==> config.mk <==
export PLATFORM = sky130hd
export DESIGN_NAME = counter_ctrl
export DESIGN_NICKNAME = d
export VERILOG_FILES = /design/src/rtl/counter_ctrl.sv
export SDC_FILE = /design/constraint.sdc
export NUM_CORES = 1
export LEC_CHECK = 0
export CORE_MARGIN = 5
export CORE_UTILIZATION = 47
export CTS_CLUSTER_DIAMETER = 150
export DETAILED_ROUTE_END_ITERATION = 12
export GPL_TIMING_DRIVEN = 0
export PLACE_DENSITY = 0.85
export SYNTH_ARGS = -nofsm -noshare
export SYNTH_HDL_FRONTEND = slang
export SYNTH_SLANG_ARGS = --single-unit
==> constraint.sdc <==
create_clock -name C -period 3.27 [get_ports C]
set_clock_uncertainty 0.1 [all_clocks]
set_input_delay 0.981 -clock C [delete_from_list [all_inputs] [get_ports C]]
set_output_delay 0.981 -clock C [all_outputs]
set_load 0.05 [all_outputs]
==> src/rtl/counter_ctrl.sv <==
// Sequencer for a WIDTH-bit counter: one-shot/periodic runs to a latched limit with pause/resume/abort.
// Optional enable prescaler is built when COUNTER_CTRL_PRESCALE_EN is defined.
module counter_ctrl #(
  parameter int WIDTH    = 8,
  parameter int PRESCALE = 4
) (
  input  logic             C,
  input  logic             CLR,
  input  logic             START,
  input  logic             STOP,
  input  logic             PERIODIC,
  input  logic [WIDTH-1:0] LIMIT,
  input  logic [WIDTH-1:0] CNT_VAL,
  output logic             CNT_CLR,
  output logic             CNT_EN,
  output logic             BUSY,
  output logic             DONE,
  output logic [7:0]       WRAPS
);

  typedef enum logic [2:0] {
    S_IDLE,
    S_CLEAR,
    S_RUN,
    S_HOLD,
    S_FINISH
  } state_t;

  state_t           state_q, state_d;
  logic [WIDTH-1:0] lim_q, lim_d;
  logic             mode_q, mode_d;
  logic [7:0]       wraps_q, wraps_d;
  logic             done_q, done_d;
  logic             terminal;
  logic             en_tick;

  assign terminal = (CNT_VAL == lim_q);

`ifdef COUNTER_CTRL_PRESCALE_EN
  localparam int PRESCALE_W = (PRESCALE > 1) ? $clog2(PRESCALE) : 1;
  localparam logic [PRESCALE_W-1:0] P_LAST = PRESCALE_W'(PRESCALE - 1);

  logic [PRESCALE_W-1:0] p_q, p_d;

  // Phase restarts with every clear so each period sees the same enable pattern.
  always_comb begin
    p_d = p_q;
    if (state_q == S_CLEAR) begin
      p_d = '0;
    end else if (state_q == S_RUN) begin
      p_d = (p_q == P_LAST) ? '0 : p_q + 1'b1;
    end
  end

  always_ff @(posedge C or posedge CLR) begin
    if (CLR) begin
      p_q <= '0;
    end else begin
      p_q <= p_d;
    end
  end

  assign en_tick = (p_q == P_LAST);
`else
  localparam int prescale_unused = PRESCALE;
  assign en_tick = 1'b1;
`endif

  always_comb begin
    state_d = state_q;
    lim_d   = lim_q;
    mode_d  = mode_q;
    wraps_d = wraps_q;
    done_d  = 1'b0;
    case (state_q)
      S_IDLE: begin
        if (START) begin
          state_d = S_CLEAR;
          lim_d   = LIMIT;
          mode_d  = PERIODIC;
          wraps_d = '0;
        end
      end
      S_CLEAR: begin
        state_d = S_RUN;
      end
      S_RUN: begin
        // A pause request wins over a terminal count in the same cycle.
        if (STOP) begin
          state_d = S_HOLD;
        end else if (terminal) begin
          done_d = 1'b1;
          if (mode_q) begin
            state_d = S_CLEAR;
            if (wraps_q != 8'hFF) begin
              wraps_d = wraps_q + 8'd1;
            end
          end else begin
            state_d = S_FINISH;
          end
        end
      end
      S_HOLD: begin
        if (STOP) begin
          state_d = S_IDLE;
        end else if (START) begin
          state_d = S_RUN;
        end
      end
      S_FINISH: begin
        state_d = S_IDLE;
      end
      default: begin
        state_d = S_IDLE;
      end
    endcase
  end

  always_ff @(posedge C or posedge CLR) begin
    if (CLR) begin
      state_q <= S_IDLE;
      lim_q   <= '0;
      mode_q  <= 1'b0;
      wraps_q <= '0;
      done_q  <= 1'b0;
    end else begin
      state_q <= state_d;
      lim_q   <= lim_d;
      mode_q  <= mode_d;
      wraps_q <= wraps_d;
      done_q  <= done_d;
    end
  end

  assign CNT_CLR = (state_q == S_CLEAR);
  assign CNT_EN  = (state_q == S_RUN) && (CNT_VAL != lim_q) && en_tick;
  assign BUSY    = (state_q != S_IDLE);
  assign DONE    = done_q;
  assign WRAPS   = wraps_q;

endmodule
# After elaboration in Yosys (flattened, before gate mapping)
# Index checks and enable logic that the tools add are counted.
# Widths: inputs -> output; s select.
# word_totals
in_bits	21
ff_bits	21
elab_cells	42
output_inout_bits	12
# classes
n_reduce_logical	7
n_eq_ne	13
n_mux	16
addsub	1
# ops
operator	n
$mux 8	5
$mux 3	6
$pmux 8 s2	1
$pmux 3 s4	1
$ne 2x2->1 const B	5
$add 8x1->8 const B	1
$eq 8x8->1	1
$ne 8x8->1	1
$ne 8x8->1 const B	1
$eq 3x2->1 const B	2
$ne 3x3->1 const B	2
$reduce_and 6->1	1
$eq 3x1->1 const B	1
$logic_not 3->1	1
$mux 1	3
$reduce_and 3->1	1
$reduce_bool 3->1	1
$reduce_and 2->1	1
$reduce_bool 2->1	1
$logic_and 1x1->1	1

# Logic depth before layout (Yosys ltp)
# logic_depth
depth_word	6
ltp_mapped	7
depth_no_buf	6

# Worst setup path before layout
# Ideal clock, no wire load.
# synth_path
kind	input-to-output
from	input port CNT_VAL[5]
to	output port CNT_EN
required_time_ns	2.189
n_path_buf	1
arrival_time_ns	2.054
path_slack_ns	0.135
path_stages	5
path_cell_list	xor2_1 > nor4_2 > nand2_1 > buf_2 > and2_2
# synth_via
elab_chain_len	2
# synth_lines
item	line	rtl
from (decl)	13	input logic [WIDTH-1:0] CNT_VAL,
$ne 8x8->1	136	assign CNT_EN = (state_q == S_RUN) && (CNT_VAL != lim_q) && en_tick;
$logic_and 1x1->1	136	
to (decl)	15	output logic CNT_EN,
# No other way between the ends.

# Worst setup path after layout
# layout_path
from	input port CNT_VAL[6]
to	output port CNT_EN
# The elaborated chain is that of the path after synthesis.

==> impl_metrics.json <==
{
  "status": "completed",
  "pin_count": 33,
  "grt_pass1_wl_um": 5000,
  "grt_overflow": 0,
  "row_count": 18,
  "drv_cap": 0,
  "initial_core_util_pct": 48.8,
  "nNetsFinal": 185,
  "synthesis.nets": 135,
  "avgViaCountPerCell": 5.90,
  "grt_max_degree": 22,
  "place_area_sq_mm": 0.00157,
  "yosysTopAreaCellShare_pct": 43.4,
  "dr.first_iter.drc_count": 62,
  "holdBufCountCts": 0,
  "rsz0062_at_grt": "true",
  "crit_required_ns": 2.19,
  "synth_common_cells": "21 x dfrtp_1, 9 x mux2_2, 8 x nand2_1, 8 x nand3_1, 8 x xor2_1",
  "h-tree-depth": 1,
  "met2_length_um": 1530,
  "finalHoldViolCount": 0,
  "slew-limit-headroom_pct": 46.5,
  "vias": 1133,
  "fmax_mhz": 309,
  "worstHoldEndpoint": "WRAPS[7]$_DFFE_PP0P_",
  "synthFlopType": "dfrtp_1",
  "place_congestion": 0.839,
  "synth-seq-cells": 21,
  "die_area_sq_mm": 0.00369,
  "drt_pre_antenna_iters": 4,
  "cts_max_path_buffers": 2,
  "rr_worst_depth": 15,
  "final_layout_size_suffix_gt1_share_pct": 32.7,
  "clk_pin_slew_ns": 0.12,
  "crit_path_top_delay_cell": "nor4_4",
  "top_layer": "met4",
  "hpwlAfterDp_um": 1900,
  "setup_viol": 0,
  "postSynthCellCount": 113,
  "setup_ws_ns": 0.0388,
  "synth_sequential_area_ratio_pct": 43.4,
  "crit_path_end_kind": "output pin",
  "p_int_uw": 652,
  "wl_per_cell_um": 15.3,
  "area_growth_pct": 45.3,
  "synth_edf_count": 0,
  "pwr-share-comb_pct": 51.6,
  "antenna_left": 0,
  "synth_cell_type_count": 37,
  "switching_share_pct": 39.7,
  "grt_usage_pct": 18.0,
  "timing.rr.end": "WRAPS[3]$_DFFE_PP0P_",
  "route.detailed.drc": 0,
  "root_buffer": "clkbuf_4",
  "core-area_sq_mm": 0.00248,
  "cts_tree": "yes",
  "worstHoldStart": "WRAPS[7]$_DFFE_PP0P_",
  "dp_slack_ns": -1.09,
  "m1WireLength_um": 1200,
  "yosysMostFrequentCell": "dfrtp_1",
  "critPathMaxStageDelay_ns": 0.38,
  "cp_max_fo": 2,
  "tns_ns": 0,
  "whs_path_depth": 1,
  "startpoint_type": "input port",
  "crit_top_cell": "buf_6",
  "r2r_slack_ns": 0.39,
  "io_buffers": 32,
  "critical_path_class": "input port to output pin",
  "min_period_over_period_pct": 98.8,
  "ys_warn_count": 0,
  "grt_pass1_vias": 1111,
  "routed_wl_um": 2940,
  "final_cell_area_sq_mm": 0.00176,
  "postSynthAreaPerCell_sq_um": 10.7,
  "min_period_ns": 3.23,
  "synth_top_cell_by_area": "dfrtp_1",
  "die-height_um": 60.7,
  "async_reset_ff_share_pct": 100,
  "mappedNetlistArea_sq_mm": 0.00121,
  "r2r_start": "lim_q[2]$_DFFE_PP0P_",
  "hold_class": "register to register",
  "drv_slew": 0,
  "dieWidth_um": 60.7,
  "cts.sinks": 21,
  "power.switching_uw": 430,
  "numCtsBuffers": 3,
  "tightest_slew_ns": 0.802,
  "diodes": 0,
  "nFillCells": 179,
  "p_leak_nw": 0.795,
  "pwr-share-clk_pct": 11.8,
  "crit_arrival_ns": 2.15,
  "powerDensity_mw_per_mm2": 616,
  "clk_latency_ns": 0.30,
  "max-vdd-ir-drop_mv": 0.466,
  "synth.area.top_cells": "dfrtp_1 43%, mux2_2 8.4%, xor2_1 5.8%",
  "met3WireLength_um": 189,
  "power.share.sequential_pct": 36.6,
  "path_cells": "buf_6 > xor2_2 > nor4_4 > nand2_4 > buf_6 > and2_4 > buf_8",
  "antenna_found_initial": 0
}
==> area by class of cell <==
type                    count  area [sq um]  area share, %
clock buffers               3          22.5           1.28
inverters                   6          22.5           1.28
clock inverters             1          5.00          0.285
repair buffers             45           409           23.3
plain buffers               4          45.0           2.56
multi-input cells          82           691           39.3
flip-flops and latches     21           526           29.9
well taps                  30          37.5           2.14
==> power by group through the flow <==
stage	logic [mW]	clock network, mW	registers [mW]
2_1_floorplan	0.369	0	0.386
3_3_place_gp	0.476	0	0.384
3_5_place_dp	0.492	0	0.390
4_1_cts	0.524	0.132	0.386
5_1_grt	0.601	0.142	0.407
6_report	0.558	0.128	0.396
==> layout by cell type, fill, tap and decap left out, types with 5 or more instances in the layout <==
cell             count
clkdlybuf4s50_1     23
dfrtp_1             21
buf_4               12
mux2_2               9
buf_6                7
nand3_1              7
nand2_1              7
inv_1                6
nor2_1               6
xor2_2               5
==> critical path: cells and delay by family <==
family	cells	cell delay, ns
AND/OR/NAND/NOR	3	0.62
buffers and inverters	3	0.37
XOR/XNOR	1	0.18
==> layer usage <==
| metal | track usage, % | vias up |
|---|---|---|
| li1 | - | 511 |
| met1 | 23.3 | 566 |
| met2 | 31.0 | 52 |
| met3 | 2.13 | 4 |
| met4 | 6.50 | 0 |
| met5 | 0 | - |
==> how the worst max path moves through the flow <==
stage,startpoint,to,slack (ns),depth (start not counted)
after detailed placement,CNT_VAL[5],CNT_EN,-1.09,7
after floorplan,CNT_VAL[5],CNT_EN,0.14,5
after CTS,CNT_VAL[0],CNT_EN,0.01,7
after global routing,CNT_VAL[6],CNT_EN,-0.01,7
final,CNT_VAL[6],CNT_EN,0.04,7
after global placement,CNT_VAL[5],CNT_EN,-1.04,7
==> cell families (layout without fill, tap and decap cells) <==
kind of cell / Yosys count / count (layout) / synth area share [%]
simple gates: 43 / 43 / 22.9
xor+xnor: 8 / 8 / 5.79
mux: 10 / 10 / 9.20
fa+ha+maj: 1 / 1 / 1.03
flops: 21 / 21 / 43.4
compound gates: 20 / 20 / 12.6
buf+inv: 10 / 59 / 5.07
==> per-stage QoR <==
| step | util [%] | hold WS [ns] | instances | power [mW] |
|---|---|---|---|---|
| after floorplan | - | 0.401 | 113 | 0.755 |
| after global placement | 63.3 | 0.410 | 175 | 0.861 |
| after detailed placement | 63.3 | 0.425 | 175 | 0.881 |
| after CTS | 68.1 | 0.457 | 191 | 1.04 |
| after global routing | 71.0 | 0.485 | 192 | 1.15 |
| final | 71.0 | 0.455 | 192 | 1.08 |
==> flip-flops by register name (all words and copies together) (netlist names) <==
register  count
lim_q         8
WRAPS         8
DONE          1
mode_q        1
state_q       3
==> repair_timing <==
action,4_1_cts,5_1_grt
endpoints found under the hold margin,0,0
gates resized for setup,29,19
pin swaps,6,12
setup endpoints to repair,1,5
buffers inserted,12,1
Note: power is estimated with default switching activity, not from simulation.
